`config.mk`:
```
export PLATFORM = sky130hd
export DESIGN_NAME = i2s_tx
export DESIGN_NICKNAME = d
export VERILOG_FILES = /design/src/rtl/i2s_tx.sv
export SDC_FILE = /design/constraint.sdc
export NUM_CORES = 1
export LEC_CHECK = 0
export ABC_AREA = 1
export ABC_CLOCK_PERIOD_IN_PS = 2100
export BUFFER_PORTS_ARGS = -buffer_cell sky130_fd_sc_hd__buf_2
export CAP_MARGIN = 20
export CELL_PAD_IN_SITES_DETAIL_PLACEMENT = 0
export CELL_PAD_IN_SITES_GLOBAL_PLACEMENT = 1
export CORE_MARGIN = 5
export CORE_UTILIZATION = 48
export CTS_BUF_LIST = sky130_fd_sc_hd__clkbuf_4
export CTS_CLUSTER_SIZE = 20
export DETAILED_ROUTE_END_ITERATION = 12
export PLACE_DENSITY = 0.86
export SYNTH_ARGS = -nofsm -noshare
export SYNTH_HDL_FRONTEND = slang
export SYNTH_SLANG_ARGS = --single-unit
```
`constraint.sdc`:
```
create_clock -name clk -period 2.1 [get_ports clk]
set_input_delay 0.315 -clock clk [delete_from_list [all_inputs] [get_ports clk]]
set_output_delay 0.315 -clock clk [all_outputs]
set_load 0.01 [all_outputs]
```
`src/rtl/i2s_tx.sv`:
```
// rtl/i2s_tx.sv - I2S transmitter: stereo pair buffer, SCK divider and frame serialiser
module i2s_tx #(
    parameter int DW      = 16,
    parameter int CLK_DIV = 8
) (
    input  logic          clk,
    input  logic          rst_n,
    input  logic          ws_align,
    input  logic [DW-1:0] din_left,
    input  logic [DW-1:0] din_right,
    input  logic          din_valid,
    output logic          din_ready,
    output logic          i2s_clk,
    output logic          i2s_ws,
    output logic          i2s_dout,
    output logic          frame_start,
    output logic          underrun
);

    localparam int DCW = (CLK_DIV > 1) ? $clog2(CLK_DIV) : 1;
    localparam int BCW = $clog2(2 * DW);

    localparam logic [DCW-1:0] DIV_LAST = DCW'(CLK_DIV - 1);
    localparam logic [DCW-1:0] DIV_ONE  = DCW'(1);
    localparam logic [BCW-1:0] BIT_LAST = BCW'(2 * DW - 1);
    localparam logic [BCW-1:0] BIT_ONE  = BCW'(1);
    localparam logic [BCW-1:0] BIT_HALF = BCW'(DW);
    localparam logic [BCW-1:0] BIT_PRE  = BCW'(DW - 1);

    logic [DCW-1:0]  divcnt;
    logic            sck;
    logic [BCW-1:0]  bitcnt;
    logic [2*DW-1:0] shift;
    logic            full;
    logic [DW-1:0]   buf_left;
    logic [DW-1:0]   buf_right;
    logic            mode;
    logic            ws_q;
    logic            frame_start_q;
    logic            underrun_q;

    logic            div_wrap;
    logic            fall_ev;
    logic            boundary;
    logic            xfer;
    logic [BCW-1:0]  bit_nxt;
    logic            mode_nxt;
    logic            ws_nxt;

    // Event decode and the bit position / format that the next SCK fall will present
    always_comb begin
        div_wrap = (divcnt == DIV_LAST);
        fall_ev  = div_wrap & sck;
        boundary = fall_ev & (bitcnt == BIT_LAST);
        xfer     = din_valid & ~full;
        bit_nxt  = boundary ? '0 : bitcnt + BIT_ONE;
        mode_nxt = boundary ? ws_align : mode;
        if (mode_nxt) begin
            ws_nxt = (bit_nxt >= BIT_HALF);
        end else begin
            ws_nxt = (bit_nxt >= BIT_PRE) & (bit_nxt != BIT_LAST);
        end
    end

    // Bit-clock divider: toggle SCK every CLK_DIV system clocks
    always_ff @(posedge clk or negedge rst_n) begin
        if (!rst_n) begin
            divcnt <= '0;
            sck    <= 1'b0;
        end else begin
            divcnt <= div_wrap ? '0 : divcnt + DIV_ONE;
            if (div_wrap) begin
                sck <= ~sck;
            end
        end
    end

    // Serialiser: WS, data and bit position move only on SCK falls; frame load at the wrap
    always_ff @(posedge clk or negedge rst_n) begin
        if (!rst_n) begin
            bitcnt        <= BIT_LAST;
            shift         <= '0;
            mode          <= 1'b0;
            ws_q          <= 1'b0;
            frame_start_q <= 1'b0;
            underrun_q    <= 1'b0;
        end else begin
            frame_start_q <= boundary;
            underrun_q    <= boundary & ~full;
            if (fall_ev) begin
                bitcnt <= bit_nxt;
                ws_q   <= ws_nxt;
                if (boundary) begin
                    mode  <= ws_align;
                    shift <= full ? {buf_left, buf_right} : '0;
                end else begin
                    shift <= shift << 1;
                end
            end
        end
    end

    // Single-pair holding buffer; a pair arriving on an empty-buffer boundary waits for the next frame
    always_ff @(posedge clk or negedge rst_n) begin
        if (!rst_n) begin
            full      <= 1'b0;
            buf_left  <= '0;
            buf_right <= '0;
        end else if (xfer) begin
            full      <= 1'b1;
            buf_left  <= din_left;
            buf_right <= din_right;
        end else if (boundary) begin
            full <= 1'b0;
        end
    end

    assign din_ready   = ~full;
    assign i2s_clk     = sck;
    assign i2s_ws      = ws_q;
    assign i2s_dout    = shift[2*DW-1];
    assign frame_start = frame_start_q;
    assign underrun    = underrun_q;

endmodule

```
Word level (Yosys, flattened, before mapping)
Index checks and enable logic that the tools add are counted.
{"block": "totals", "regBits": 78, "input_bits": 36, "out_inout_bits": 6, "word_cells": 34}
{"block": "classes", "add_sub_neg": 2, "order_cmp": 2, "n_eq_ne": 3, "n_mux": 8, "n_bitwise": 7, "reduce_logical": 1}
{"op": "$mux 32", "n": 2}
{"op": "$add 5x1->5 const B", "n": 1}
{"op": "$and 1x1->1", "n": 5}
{"op": "$eq 5x5->1 const B", "n": 1}
{"op": "$ge 5x4->1 const B", "n": 1}
{"op": "$ge 5x5->1 const B", "n": 1}
{"op": "$mux 5", "n": 1}
{"op": "$ne 5x5->1 const B", "n": 1}
{"op": "$mux 1", "n": 4}
{"op": "$add 3x1->3 const B", "n": 1}
{"op": "$eq 3x3->1 const B", "n": 1}
{"op": "$mux 3", "n": 1}
{"op": "$not 1->1", "n": 2}
{"op": "$reduce_bool 2->1", "n": 1}

Depth between registers and ports, before layout
Gate-level depths: netlist of the first run.
{"block": "logic_depth", "word_depth": 7, "mapped_depth": 12, "depth_no_buf": 12}

Least setup slack after synthesis of the first run
OpenSTA, ideal clock, no wires.
{"block": "synth_timing", "path_kind": "reg-to-reg", "start": "reg bitcnt[0]", "end": "reg shift[5]", "setup_time_ps": 86, "t_arrival_ps": 1689, "t_required_ps": 2014, "setup_slack_ps": 325, "stages_incl_launch_ff": 10, "n_path_buf": 1, "synth_period_minus_slack_ps": 1775, "cell_sequence": "dfstp_2 > ha_1 > nand2_1 > nor2_1 > ha_1 > nand3_1 > inv_2 > buf_2 > nand3_1 > o221ai_2"}
{"block": "synth_between", "elab_chain_cells": 3}
{"item": "from (decl)", "line": "32", "text": "logic [BCW-1:0] bitcnt;"}
{"item": "from (signal assigned)", "line": "91", "text": "bitcnt <= bit_nxt;"}
{"item": "$eq 5x5->1", "line": "54", "text": "boundary = fall_ev & (bitcnt == BIT_LAST);"}
{"item": "$and 1x1->1", "line": "54"}
{"item": "$mux 32", "line": "93", "text": "if (boundary) begin"}
{"item": "to (signal assigned)", "line": "95", "text": "shift <= full ? {buf_left, buf_right} : '0;"}
{"item": "to (signal assigned)", "line": "97", "text": "shift <= shift << 1;"}
{"item": "to (decl)", "line": "33", "text": "logic [2*DW-1:0] shift;"}
No other way between the ends.
A chain may end at the register's enable or synchronous reset.

Worst setup path after layout of the first run
{"block": "layout_timing", "start": "reg bitcnt[0]", "end": "reg shift[1]"}
Same word-level chain as after synthesis.

==> results.md, run 1 <==
* Yosys top cell area share at 53.3%
* GRT Util Overall at ~15%
* Ranking of synthesized cells by area: dfrtp_1, o221ai_2, mux2_2, nand3_1, inv_1
* Final std cell area, no fill at 3840 µm²
* Worst-Skew Late Latency at approximately 0.4 ns
* Hold_sp: din_left[12]
* Required @ worst endpoint at 2.42 ns
* Fmax achieved at roughly 530 MHz
* Synth Area in XOR/XNOR at 0%
* Largest net degree at the start of global routing at 53
* Die width at 94.5 µm
* Worst-path clk slew at between 0.1 and 0.15 ns
* Final core utilization at 55.9%
* Placer congestion estimate at 0.708
* IO Port Bufs at 41
* CP Launch Type: register
* Global-route wire length before repair at 10300 µm
* # setup viols final at 0
* Tcrit/Tclk final at 90.4%
* Final Skew at about 0.016 ns
* Most frequent cells in the layout: dfrtp_1, buf_2, inv_1
* Commonest non-fill, non-tap cell in the layout: dfrtp_1
* 1st-pass router iterations at 4
* CTS tree: done
* Final Routed Wirelength at 5850 µm
* Final Power at 0.00228 W
* RSZ-0062 raised after global routing: no
* WHS at 0.124 ns
* Via density at a little over 5
* Max cap viols at 0
* Worst Hold Depth at 2
* Critical Path Fanout Max at 18
* Die height at about 94 µm
* Clock buffer depth at 2
* Hold endpoint: buf_left[12]
* Post-Synthesis Cells at 275
* Num ports at 42
* Main combinational cell family by area after synthesis: compound AO/OA/AOI/OAI gates
* Antenna violations before repair at 0
* TNS Setup at 0 ns
* Number of global-route vias before repair at 2223
* Share of cells above drive strength 1 at 41.0%
* Initial Util at between 40% and 50%
* N_diodes at 0
* Synth area leader: dfrtp_1
* Worst reg2reg endpoint: shift[1]
* Worst slew slack as a fraction of its limit at 64.0%
* Core ar. at 6870 µm²
* Library cells used by synthesis at 29
* Initial DRC count at 96
* Max H-tree Level at 3
* Final Critical Period at between 1.5 and 2 ns
* Pwr/cell area at 593 nW/µm²
* Final hold vios at 0
* Synth Warn # at 0
* Grt ovf at 0
* Area grow syn2layout at 12.0%
* Post-CTS Setup Inserts at 0
* Final net count at about 360
* R2R cell count at 9
* Setup crit end kind: register
* Leakage at 1.83 nW
* Final-layout fill cell count at 615
* Mapped Area at ~3400 µm²
* Setup Crit Path Kind: reg2reg
* HPWL Detailed at 3960 µm
* Register area at 1960 µm²
* Final ANT Viol Nets at 0
* Setup crit start: bitcnt[0]
* Synthesized net count at 315
* Least-Margin Pin Slew at 0.540 ns
* DP Area at between 3000 and 4000 µm²
* Num CTS Buffers at 9
* Routed via count at approximately 2200
* Mux cell area share after synthesis at a little over a tenth
* Multi-input gate area at 1210 µm²
* Register bit count reported by yosys at 78
* Sequential area share after synthesis at 57.2%
* Avg Cell Area, Syn at approximately 12 µm²
* FP Rows at 30
* Reg-to-Reg Start: bitcnt[0]
* Status: finished clean
* Final slew viol count at 0
* WL/cell at 14.0 µm
* Compound-Gate Fraction of Synth Area at 14.2%
* Worst EP arrival at 2.22 ns
* Clock Sink Count at 78
* Worst VDD drop at 0.283 mV
* DRC at 0
* Die Area at 8930 µm²
* Root Driver: clkbuf_4
* Simple-Gate Fraction of Synth Area at approximately 8.7%
* Hold Path Class: in2reg
* R2R setup slack at 0.20 ns
* Post-Synth Adder-Cell Area at 1.46%
## routing by layer
| layer | part of all wire, % | vias to the layer above | GRT usage [%] |
|---|---|---|---|
| li1 | - | 1051 | - |
| met1 | 47 | 1063 | 20.1 |
| met2 | 48 | 29 | 23.4 |
| met3 | 3.0 | 7 | 3.90 |
| met4 | 1.7 | 0 | 6.85 |
| met5 | 0 | - | 0 |
## worst max-delay path by stage
stage	endpoint	slack, ns	cells past startpoint
final	shift[1]	0.20	9
after global routing	shift[6]	0.01	9
after CTS	i2s_ws	0.11	11
after detailed placement	i2s_ws	0.12	11
after global placement	shift[7]	0.22	9
after floorplan	shift[5]	0.33	9
## logic make-up (layout without fill, tap and decap cells)
| family | count (synthesis) | after routing |
|---|---|---|
| buf+inv | 57 | 104 |
| compound gates | 39 | 39 |
| simple gates | 65 | 65 |
| flops | 78 | 78 |
| mux | 32 | 32 |
| fa+ha+maj | 4 | 4 |
## stage by stage
step | std cells | setup WS [ns]
global placement | 403 | 0.221
CTS | 418 | 0.106
finish | 418 | 0.201
detailed placement | 403 | 0.123
floorplan | 275 | 0.325
global route | 418 | 0.00986
## registers in the layout (all words and copies together), names as in the netlist
register     count
shift           32
buf_left        16
buf_right       16
bitcnt           5
divcnt           3
frame_start      1
full             1
i2s_clk          1
i2s_ws           1
mode             1
underrun         1
## synthesized netlist by cell type (all sizes together)
master,instances
a21oi,1
buf,16
clkbuf,1
clkinv,1
dfrtp,73
dfstp,5
ha,4
inv,39
mux2,31
mux2i,1
nand2,19
nand3,35
nand4,1
nor2,9
o211ai,1
o21ai,5
o221ai,30
o22ai,1
o32ai,1
or2,1
## critical path, cell delays in order, from the launching register on
cell      delay [ns]
dfstp_2         0.61
ha_1            0.18
nand2_1         0.07
nor2_1          0.10
ha_1            0.18
nand3_2         0.17
inv_2           0.09
buf_4           0.21
nand3_1         0.10
o221ai_1        0.09
## timing repair
item	4_1_cts	5_1_grt
hold buffers	1	0
endpoints found under the setup margin	0	31
resized for setup	0	1
endpoints found under the hold margin	21	0
## area by class of cell
| cell class | count | share of cell area, % |
|---|---|---|
| clock inverters | 5 | 0.717 |
| inverters | 40 | 3.91 |
| repair buffers | 50 | 7.89 |
| flip-flops and latches | 78 | 51.0 |
| clock buffers | 9 | 1.76 |
| multi-input cells | 140 | 31.6 |
| well taps | 96 | 3.13 |
## report_power, final
| part | internal [W] | switching (W) | total, W |
|---|---|---|---|
| combinational | 0.0000285 | 0.0000371 | 0.0000657 |
| clock | 0.000226 | 0.000482 | 0.000708 |
| sequential | 0.00150 | 0 | 0.00150 |
No activity file was read; power rests on OpenSTA's default activity.
==> run 2, diff against run 1 <==
--- a/config.mk
+++ b/config.mk
@@ -17,6 +17,7 @@
 export CTS_CLUSTER_SIZE = 20
 export DETAILED_ROUTE_END_ITERATION = 12
 export PLACE_DENSITY = 0.86
+export REMOVE_ABC_BUFFERS = 1
 export SYNTH_ARGS = -nofsm -noshare
 export SYNTH_HDL_FRONTEND = slang
 export SYNTH_SLANG_ARGS = --single-unit
==> run 2 against run 1 <==
Compared with the run above: maximum frequency rose by 1.3%; worst hold slack got worse by 0.012 ns; global-route usage fell by 0.14 points; utilization rose by 0.46 points; non-clock buffer count fell by 1; combinational power fell by 0.9%; design area rose by 0.82%; sequential share of layout area fell by 0.41 points; total power rose by 1.7%; register-to-register slack improved by 0.02 ns.
==> results.md, run 2 (synthesis gave the netlist of run 1 again) <==
* Initial Util at roughly 50%
* R2R setup slack at 0.23 ns
* N_diodes at 0
* Regs by FF count: shift x32, buf_left x16, buf_right x16
* Tcrit/Tclk final at around nine tenths
* Cell Count Post-Placement at 401
* Max cap viols at 0
* Least-Margin Pin Slew at 0.535 ns
* Max reg flops at 32
* Worst reg2reg endpoint: shift[7]
* Register area at 1960 µm²
* Global-route wire length before repair at 10400 µm
* Clock buffer depth at 2
* IO Port Bufs at 41
* Setup Crit Path Kind: reg2reg
* Critical Path Fanout Max at 34
* NetSw at roughly 0.00052 W
* FP Rows at 30
* HPWL Detailed at 3760 µm
* Leakage at 1.84 nW
* Final-layout fill cell count at about 620
* Clock power share at roughly 32%
* Sequential power share at 64.9%
* Routed via count at about 2200
* Via density at 5.18
* Largest net degree at the start of global routing at between 40 and 50
* Final net count at 358
* Worst-path clk slew at between 0.1 and 0.15 ns
* Final slew viol count at 0
* Largest register by flop count: shift
* Max H-tree Level at 3
* Die Area at 8930 µm²
* Finished Layout Cells at 419
* Commonest non-fill, non-tap cell in the layout: dfrtp_1
* Worst slack, placed at 0.171 ns
* Internal power at 0.00179 W
* Root Driver: clkbuf_4
* Num CTS Buffers at 9
* Placer congestion estimate at 0.743
* Final hold vios at 0
* Worst-Skew Late Latency at 0.41 ns
* Combinational power share at 2.8%
* # setup viols final at 0
* Final ANT Viol Nets at 0
* Sw frac at 22.6%
* Die width at 94.5 µm
* Required @ worst endpoint at 2.43 ns
* Final Skew at 0.00942 ns
* Share of cells above drive strength 1 at 41.2%
* Number of global-route vias before repair at 2266
* Initial DRC count at 67
* Num ports at between 40 and 50
* Final Routed Wirelength at 5980 µm
* Worst slew slack as a fraction of its limit at 64.3%
* Setup crit end kind: register
* Hold endpoint: mode
* Final Power at 0.00231 W
* 1st-pass router iterations at 4
* WL/cell at roughly 14 µm
* Area grow syn2layout at 12.9%
* Worst EP arrival at between 2 and 2.5 ns
* Multi-input gate area at between 1000 and 1500 µm²
* Clock Sink Count at between 70 and 80
* Reg-to-Reg Start: bitcnt[0]
* Status: finished clean
* Worst Hold Depth at 3
* Antenna violations before repair at 0
* Worst setup margin at 0.225 ns
* Final Critical Period at 1.87 ns
* CP Launch Type: register
* Most frequent cells in the layout: dfrtp_1, buf_2, inv_1
* Die height at between 90 and 100 µm
* Fmax achieved at approximately 530 MHz
* Grt ovf at 0
* Hold_sp: ws_align
* GRT Util Overall at 15.0%
* WHS at 0.113 ns
* CTS tree: done
* Pwr/cell area at 598 nW/µm²
* Hold Path Class: in2reg
* Worst VDD drop at between 0.3 and 0.4 mV
* Core ar. at 6870 µm²
* R2R cell count at 9
* DRC at 0
-- run 2: worst max path at each step --
stage | startpoint | to | slack, ns | cells past startpoint
4_1_cts | bitcnt[0] | shift[7] | 0.14 | 9
5_1_grt | bitcnt[0] | i2s_ws | -0.003 | 11
3_5_place_dp | bitcnt[0] | shift[29] | 0.17 | 9
2_1_floorplan | bitcnt[0] | shift[1] | -0.32 | 6
6_report | bitcnt[0] | shift[7] | 0.23 | 9
3_3_place_gp | bitcnt[0] | shift[6] | 0.24 | 9
-- run 2: repair_timing --
item	4_1_cts	5_1_grt
hold buffers	1	0
endpoints found under the hold margin	35	0
buffers inserted	0	1
setup endpoints to repair	0	32
gates resized for setup	0	1
-- run 2: stage by stage --
stage | util (%) | instance area [µm²] | setup TNS, ns
after floorplan | - | 3310 | -8.78
after CTS | 56.1 | 3860 | 0
after global routing | 56.3 | 3870 | -0.00257
after global placement | 54.4 | 3740 | 0
after detailed placement | 54.4 | 3740 | 0
final | 56.3 | 3870 | 0
-- run 2: metal layers --
| metal | wire length (µm) | up-vias | share of wire (%) | GRT usage, % |
|---|---|---|---|---|
| met3 | 206 | 14 | 3.4 | 3.19 |
| met5 | 0 | - | 0 | 0 |
| met4 | 151 | 0 | 2.5 | 7.57 |
| met1 | 2660 | 1076 | 44 | 18.9 |
| li1 | - | 1044 | - | - |
| met2 | 2960 | 35 | 50 | 24.3 |
-- run 2: final cells by class --
| type | count | share of cell area, % |
|---|---|---|
| Multi-Input combinational cell | 140 | 31.3 |
| Clock buffer | 11 | 2.13 |
| Tap cell | 96 | 3.10 |
| Inverter | 40 | 3.88 |
| Clock inverter | 5 | 0.679 |
| Sequential cell | 78 | 50.6 |
| Timing Repair Buffer | 49 | 8.28 |
-- run 2: worst max-delay path, cell delays in order, from the launching register on --
cell,delay (ns)
dfstp_2,0.58
ha_1,0.19
nand2_1,0.08
nor2_1,0.10
ha_1,0.19
nand3_2,0.16
inv_2,0.11
buf_12,0.19
nand3_1,0.11
o221ai_2,0.08
-- run 2: power groups by stage --
stage               combinational, W  sequential [W]  clock (W)
floorplan                0.000000657         0.00153          0
global placement           0.0000657         0.00153          0
detailed placement         0.0000670         0.00153          0
CTS                        0.0000686         0.00150   0.000780
global route               0.0000757         0.00150   0.000838
finish                     0.0000651         0.00150   0.000747
